--- src/rtl/z_core_reg_file.sv ---
// Integer register file for the Z-Core RV32I CPU.
// x0 is hardwired to zero and has no storage. x1..x31 are flops with an
// asynchronous, active-high clear. Writes happen on the rising clock edge.
// The two read ports are purely combinational. A read and a write to the
// same index in one cycle are not forwarded: the read shows the old value
// until the edge.
module z_core_reg_file #(
   parameter int DATA_WIDTH = 32,
   parameter int ADDR_WIDTH = 5
) (
   input  logic                  clk,
   input  logic                  reset,
   input  logic                  write_enable,
   input  logic [ADDR_WIDTH-1:0] rd,
   input  logic [DATA_WIDTH-1:0] rd_in,
   input  logic [ADDR_WIDTH-1:0] rs1,
   input  logic [ADDR_WIDTH-1:0] rs2,
   output logic [DATA_WIDTH-1:0] rs1_out,
   output logic [DATA_WIDTH-1:0] rs2_out
);

   localparam int NUM_REGS = 2 ** ADDR_WIDTH;

   // Storage starts at index 1 because x0 has no flops. Every read of
   // x0 takes the default zero in the read muxes below.
   logic [DATA_WIDTH-1:0] regs_q [1:NUM_REGS-1];
   logic [DATA_WIDTH-1:0] regs_d [1:NUM_REGS-1];

   // Write decode: copy current contents, then overlay rd_in on the addressed register.
   always_comb begin
      // NOTE: the default copy comes first so every element of regs_d is
      // assigned on every path. Without it this block would infer latches.
      regs_d = regs_q;
      if (write_enable) begin
         for (int i = 1; i < NUM_REGS; i++) begin
            // rd == 0 matches no entry, so the write to x0 is dropped here.
            if (rd == ADDR_WIDTH'(i)) begin
               regs_d[i] = rd_in;
            end
         end
      end
   end

   // Register storage: asynchronous clear overrides any write in the same edge.
   always_ff @(posedge clk or posedge reset) begin
      if (reset) begin
         // NOTE: this array is cleared on reset on purpose. Outputs must
         // never show X, even for registers that were never written. For
         // that reason it is built from flops, not an inferred RAM macro.
         for (int i = 1; i < NUM_REGS; i++) begin
            regs_q[i] <= '0;
         end
      end else begin
         // NOTE: sequential state is updated with non-blocking assignments.
         // Readers in this time step then see the pre-edge value, which
         // matches flop behaviour.
         regs_q <= regs_d;
      end
   end

   // Read port 1: combinational mux, x0 falls through to the zero default.
   always_comb begin
      rs1_out = '0;
      for (int i = 1; i < NUM_REGS; i++) begin
         if (rs1 == ADDR_WIDTH'(i)) begin
            rs1_out = regs_q[i];
         end
      end
   end

   // Read port 2: independent copy of the port 1 mux.
   always_comb begin
      rs2_out = '0;
      for (int i = 1; i < NUM_REGS; i++) begin
         if (rs2 == ADDR_WIDTH'(i)) begin
            rs2_out = regs_q[i];
         end
      end
   end

endmodule

--- config.mk ---
export PLATFORM = sky130hd
export DESIGN_NAME = z_core_reg_file
export DESIGN_NICKNAME = d
export VERILOG_FILES = /design/src/rtl/z_core_reg_file.sv
export SDC_FILE = /design/constraint.sdc
export NUM_CORES = 2
export LEC_CHECK = 0
export CAP_MARGIN = 20
export CELL_PAD_IN_SITES_DETAIL_PLACEMENT = 1
export CELL_PAD_IN_SITES_GLOBAL_PLACEMENT = 2
export CORE_ASPECT_RATIO = 0.75
export CORE_MARGIN = 4
export CORE_UTILIZATION = 30
export CTS_BUF_LIST = sky130_fd_sc_hd__clkbuf_16
export CTS_CLUSTER_DIAMETER = 120
export DETAILED_ROUTE_END_ITERATION = 6
export HOLD_SLACK_MARGIN = 0.02
export MAX_ROUTING_LAYER = met4
export PLACE_DENSITY = 0.72
export SLEW_MARGIN = 20
export SYNTH_ARGS = -nofsm -noshare
export SYNTH_HDL_FRONTEND = slang
export SYNTH_SLANG_ARGS = --single-unit
export TNS_END_PERCENT = 1
--- constraint.sdc ---
create_clock -name clk -period 50.2 [get_ports clk]
set_input_delay 10.04 -clock clk [delete_from_list [all_inputs] [get_ports clk]]
set_output_delay 10.04 -clock clk [all_outputs]
set_load 0.02 [all_outputs]
==> results.toml <==
[run_status]
status = "complete, but fails checks"
violations = "DRC"

[synthesis]
netlist_area_um2 = 55600
synthCells = 5362
synth_ff_type = "dfrtp_1"
ys_warn_count = 0
avgSynthCellArea_um2 = 10.4
synth_seq_cells = 992
syn_nets = 5412
synth-seq-area-share = 0.446
synth_edf_count = 0
yosysUniqueCellTypes = 101
synthArstFlopShare = 1.00

[power]
pwr-share-comb = 0.201
vdd_ir_drop_max_mv = 0.0253
p_int_w = 0.00159
sequentialPowerShare = 0.468
p_switching_w = 0.000799
clkPwrFrac = 0.331
p_sw_frac = 0.335
leakage_nw = 26.4
power.density_nw_per_um2 = 38.0

[timing]
setup_viol = 0
rsz0062_at_grt = "no"
hold_violations = 0
slew_violations = 0
holdWs_ns = 0.524
clock.fmax_mhz = 39.2
skew_ns = 0
finalWorstSetupSlack_ns = 24.71
finalCriticalPeriod_ns = 25.49
max_slew_margin = 0.169
worst_pin_slew_ns = 1.24
period_share = 0.508
setup_tns_ns = 0

[global_route]
grt_use_total = 0.326
grt_start_max_net_pins = 139
antenna_found_initial = 24
grt_pass1_wl_mm = 432
grt-ovfl-total = 0
grt_pass1_vias = 51212

[placed_design]
port_buffers = 113
place_hpwl_mm = 218
place_congestion = 0.993
dp.cells = 7612
place_ws_ns = 24.93

[setup_path]
cpMostUsedCell = "buf_4"
cp.depth = 12
worstPathMaxFanout = 53
cpMaxStageDelayCell = "clkdlybuf4s50_1"
endpoint_kind = "output pin"
worst_setup_path_start_kind = "input pin"
path_class = "in2out"
crit_required_ns = 40.16
path_buf_inv = 5
worstPathArrival_ns = 15.45
crit_chain = "buf_6 -> buf_4 -> buf_12 -> nand2b_2 -> buf_4 -> o22ai_1 -> a2bb2oi_1 -> o221ai_1 -> a21oi_1 -> o211ai_1 -> a211oi_1 -> clkdlybuf4s50_1"
regToRegEndpoint = "regs_q[953]$_DFFE_PP0P_"
slowest_delay_ns = 0.74
reg2reg_slack_ns = 49.23
reg2regPathDepth = 1
critPathTopFamily = "buffers and inverters"
r2r_start = "regs_q[953]$_DFFE_PP0P_"

[layout]
top_regs = "regs_q (992)"
instances_no_fill = 7814
finalNetCount = 5354
drive_above_1_share = 0.287
largest-register = "regs_q"
syn_to_final_growth_pct = 12.9
num-fill-cells = 20404
final_core_util = 0.342
largest_reg_flops = 992

[detailed_routing]
vias = 52396
wire_per_inst_um = 40.7
drtIter0Drc = 8392
antenna_left = 0
dr.pass1.iters = 7
drcViolationCount = 1
vias_per_cell = 6.71
wl_mm = 318

[die]
dieArea_um2 = 192000
rows = 136
die_h_um = 381
start_util = 0.303
ios = 114
core_area_um2 = 184000
die_w_um = 505

[job]
maxCapViolCount = 0

[clocking]
clk_pin_slew_worst_paths_ns = 0.06
post_cts_resized = 0
htree_num_levels = 3
postCtsSetupBuffers = 0
cts_tree = "built"
numCtsBuffers = 104
cts_hold_repair.buffers = 0
clock_path_buffers = 3
insertion_delay_ns = 0.76
cts_num_sinks = 992
cts_root_buf = "clkbuf_16"

[min_path]
hold_path_class = "reg2reg"
min_to = "regs_q[712]$_DFFE_PP0P_"
hold_path.startpoint = "regs_q[712]$_DFFE_PP0P_"
whs_path_depth = 1
## layout make-up
cell class	instances	area (µm²)	area share
antenna	17	42.5	0.000677
clock buffer	106	2650	0.0422
tap	2415	3020	0.0481
timing repair buffer	351	2970	0.0472
clock inverter	78	589	0.00938
inverter	22	91.3	0.00145
multi-input combinational	3833	28600	0.456
sequential	992	24800	0.395
## Yosys cell counts, types with 11 or more instances
cell          n  area (µm²)
nand2_1     327        1230
mux4_2       13         293
nor3_1       50         250
buf_1        66         248
o22a_1       12         105
buf_4        29         218
a22oi_1     104         781
nor2_1      318        1190
a221o_1      14         140
a21o_1       21         158
o211ai_1     43         323
mux2i_1     124        1240
o21ai_0     436        2180
and3_1       16         100
or3_1        13        81.3
nand2b_1     27         169
buf_2       143         716
a222oi_1     16         160
a22o_1       20         175
dfrtp_1     992       24800
a2bb2oi_1    18         158
a32oi_1      11        96.3
o31ai_1      19         143
mux2_2     1017       11500
a211oi_1     67         503
a221oi_1     34         298
buf_6        17         191
nor2b_1      30         188
nor2_2       15        93.8
o221ai_1     74         648
a211o_1      16         140
o21a_1       16         120
o22ai_1     227        1420
o32ai_1      11        96.3
a31oi_1      52         325
inv_1        17        63.8
nand3_1      71         355
a21oi_1     419        2100
clkbuf_1    258         968
## kinds of logic (layout without fill, tap and decap cells)
kind of cell	Yosys count	in the layout	share of synthesized area
buffers and inverters	537	557	0.0441
other	0	17	0
AO/OA/AOI/OAI	1703	1703	0.192
AND/OR/NAND/NOR	968	968	0.0821
multiplexers	1162	1162	0.235
flip-flops	992	992	0.446
## stage by stage
step,total power [W],area (µm²)
6_report,0.00238,62800
5_1_grt,0.00246,62800
4_1_cts,0.00236,62700
3_5_place_dp,0.00158,59500
3_3_place_gp,0.00156,59500
2_1_floorplan,0.00136,55600
## per-layer routing
metal	global-route usage	share of wire
met2	0.427	0.39
met1	0.452	0.42
met3	0.119	0.14
met5	-	0
met4	0.123	0.046
## placed cells by master (no fill, tap or decap), types with 13 or more instances in the layout
| master | count |
|---|---|
| a211o_1 | 16 |
| a211oi_1 | 67 |
| a21o_1 | 21 |
| a21oi_1 | 419 |
| a221o_1 | 14 |
| a221oi_1 | 34 |
| a222oi_1 | 16 |
| a22o_1 | 20 |
| a22oi_1 | 104 |
| a2bb2oi_1 | 18 |
| a31oi_1 | 52 |
| and3_1 | 16 |
| buf_4 | 236 |
| clkbuf_16 | 106 |
| clkdlybuf4s50_1 | 102 |
| clkinv_1 | 22 |
| clkinv_2 | 20 |
| dfrtp_1 | 992 |
| diode_2 | 17 |
| inv_1 | 39 |
| mux2_2 | 1017 |
| mux2i_1 | 124 |
| mux4_2 | 13 |
| nand2_1 | 315 |
| nand2_2 | 17 |
| nand2b_1 | 19 |
| nand3_1 | 67 |
| nor2_1 | 295 |
| nor2_2 | 23 |
| nor2_4 | 20 |
| nor2b_1 | 24 |
| nor3_1 | 48 |
| o211ai_1 | 43 |
| o21a_1 | 16 |
| o21ai_0 | 435 |
| o221ai_1 | 74 |
| o22ai_1 | 227 |
| o31ai_1 | 18 |
| or3_1 | 13 |
## how the worst max path moves through the flow
stage	start	slack, ns	end
global route	rs1[1]	24.80	rs1_out[9]
CTS	rs1[1]	24.95	rs1_out[9]
finish	rs1[1]	24.71	rs1_out[9]
global placement	rs1[1]	25.01	rs1_out[9]
floorplan	reset	12.25	regs_q[0]$_DFFE_PP0P_
detailed placement	rs1[1]	24.93	rs1_out[9]
## power groups by stage
stage | Combinational [W] | Clock (W) | Sequential (W)
after floorplan | 0.000305 | 0 | 0.00106
after global placement | 0.000452 | 0 | 0.00111
after detailed placement | 0.000464 | 0 | 0.00112
after CTS | 0.000466 | 0.000793 | 0.00110
after global routing | 0.000500 | 0.000829 | 0.00113
final | 0.000479 | 0.000789 | 0.00112
Note: power is estimated with default switching activity, not from simulation.
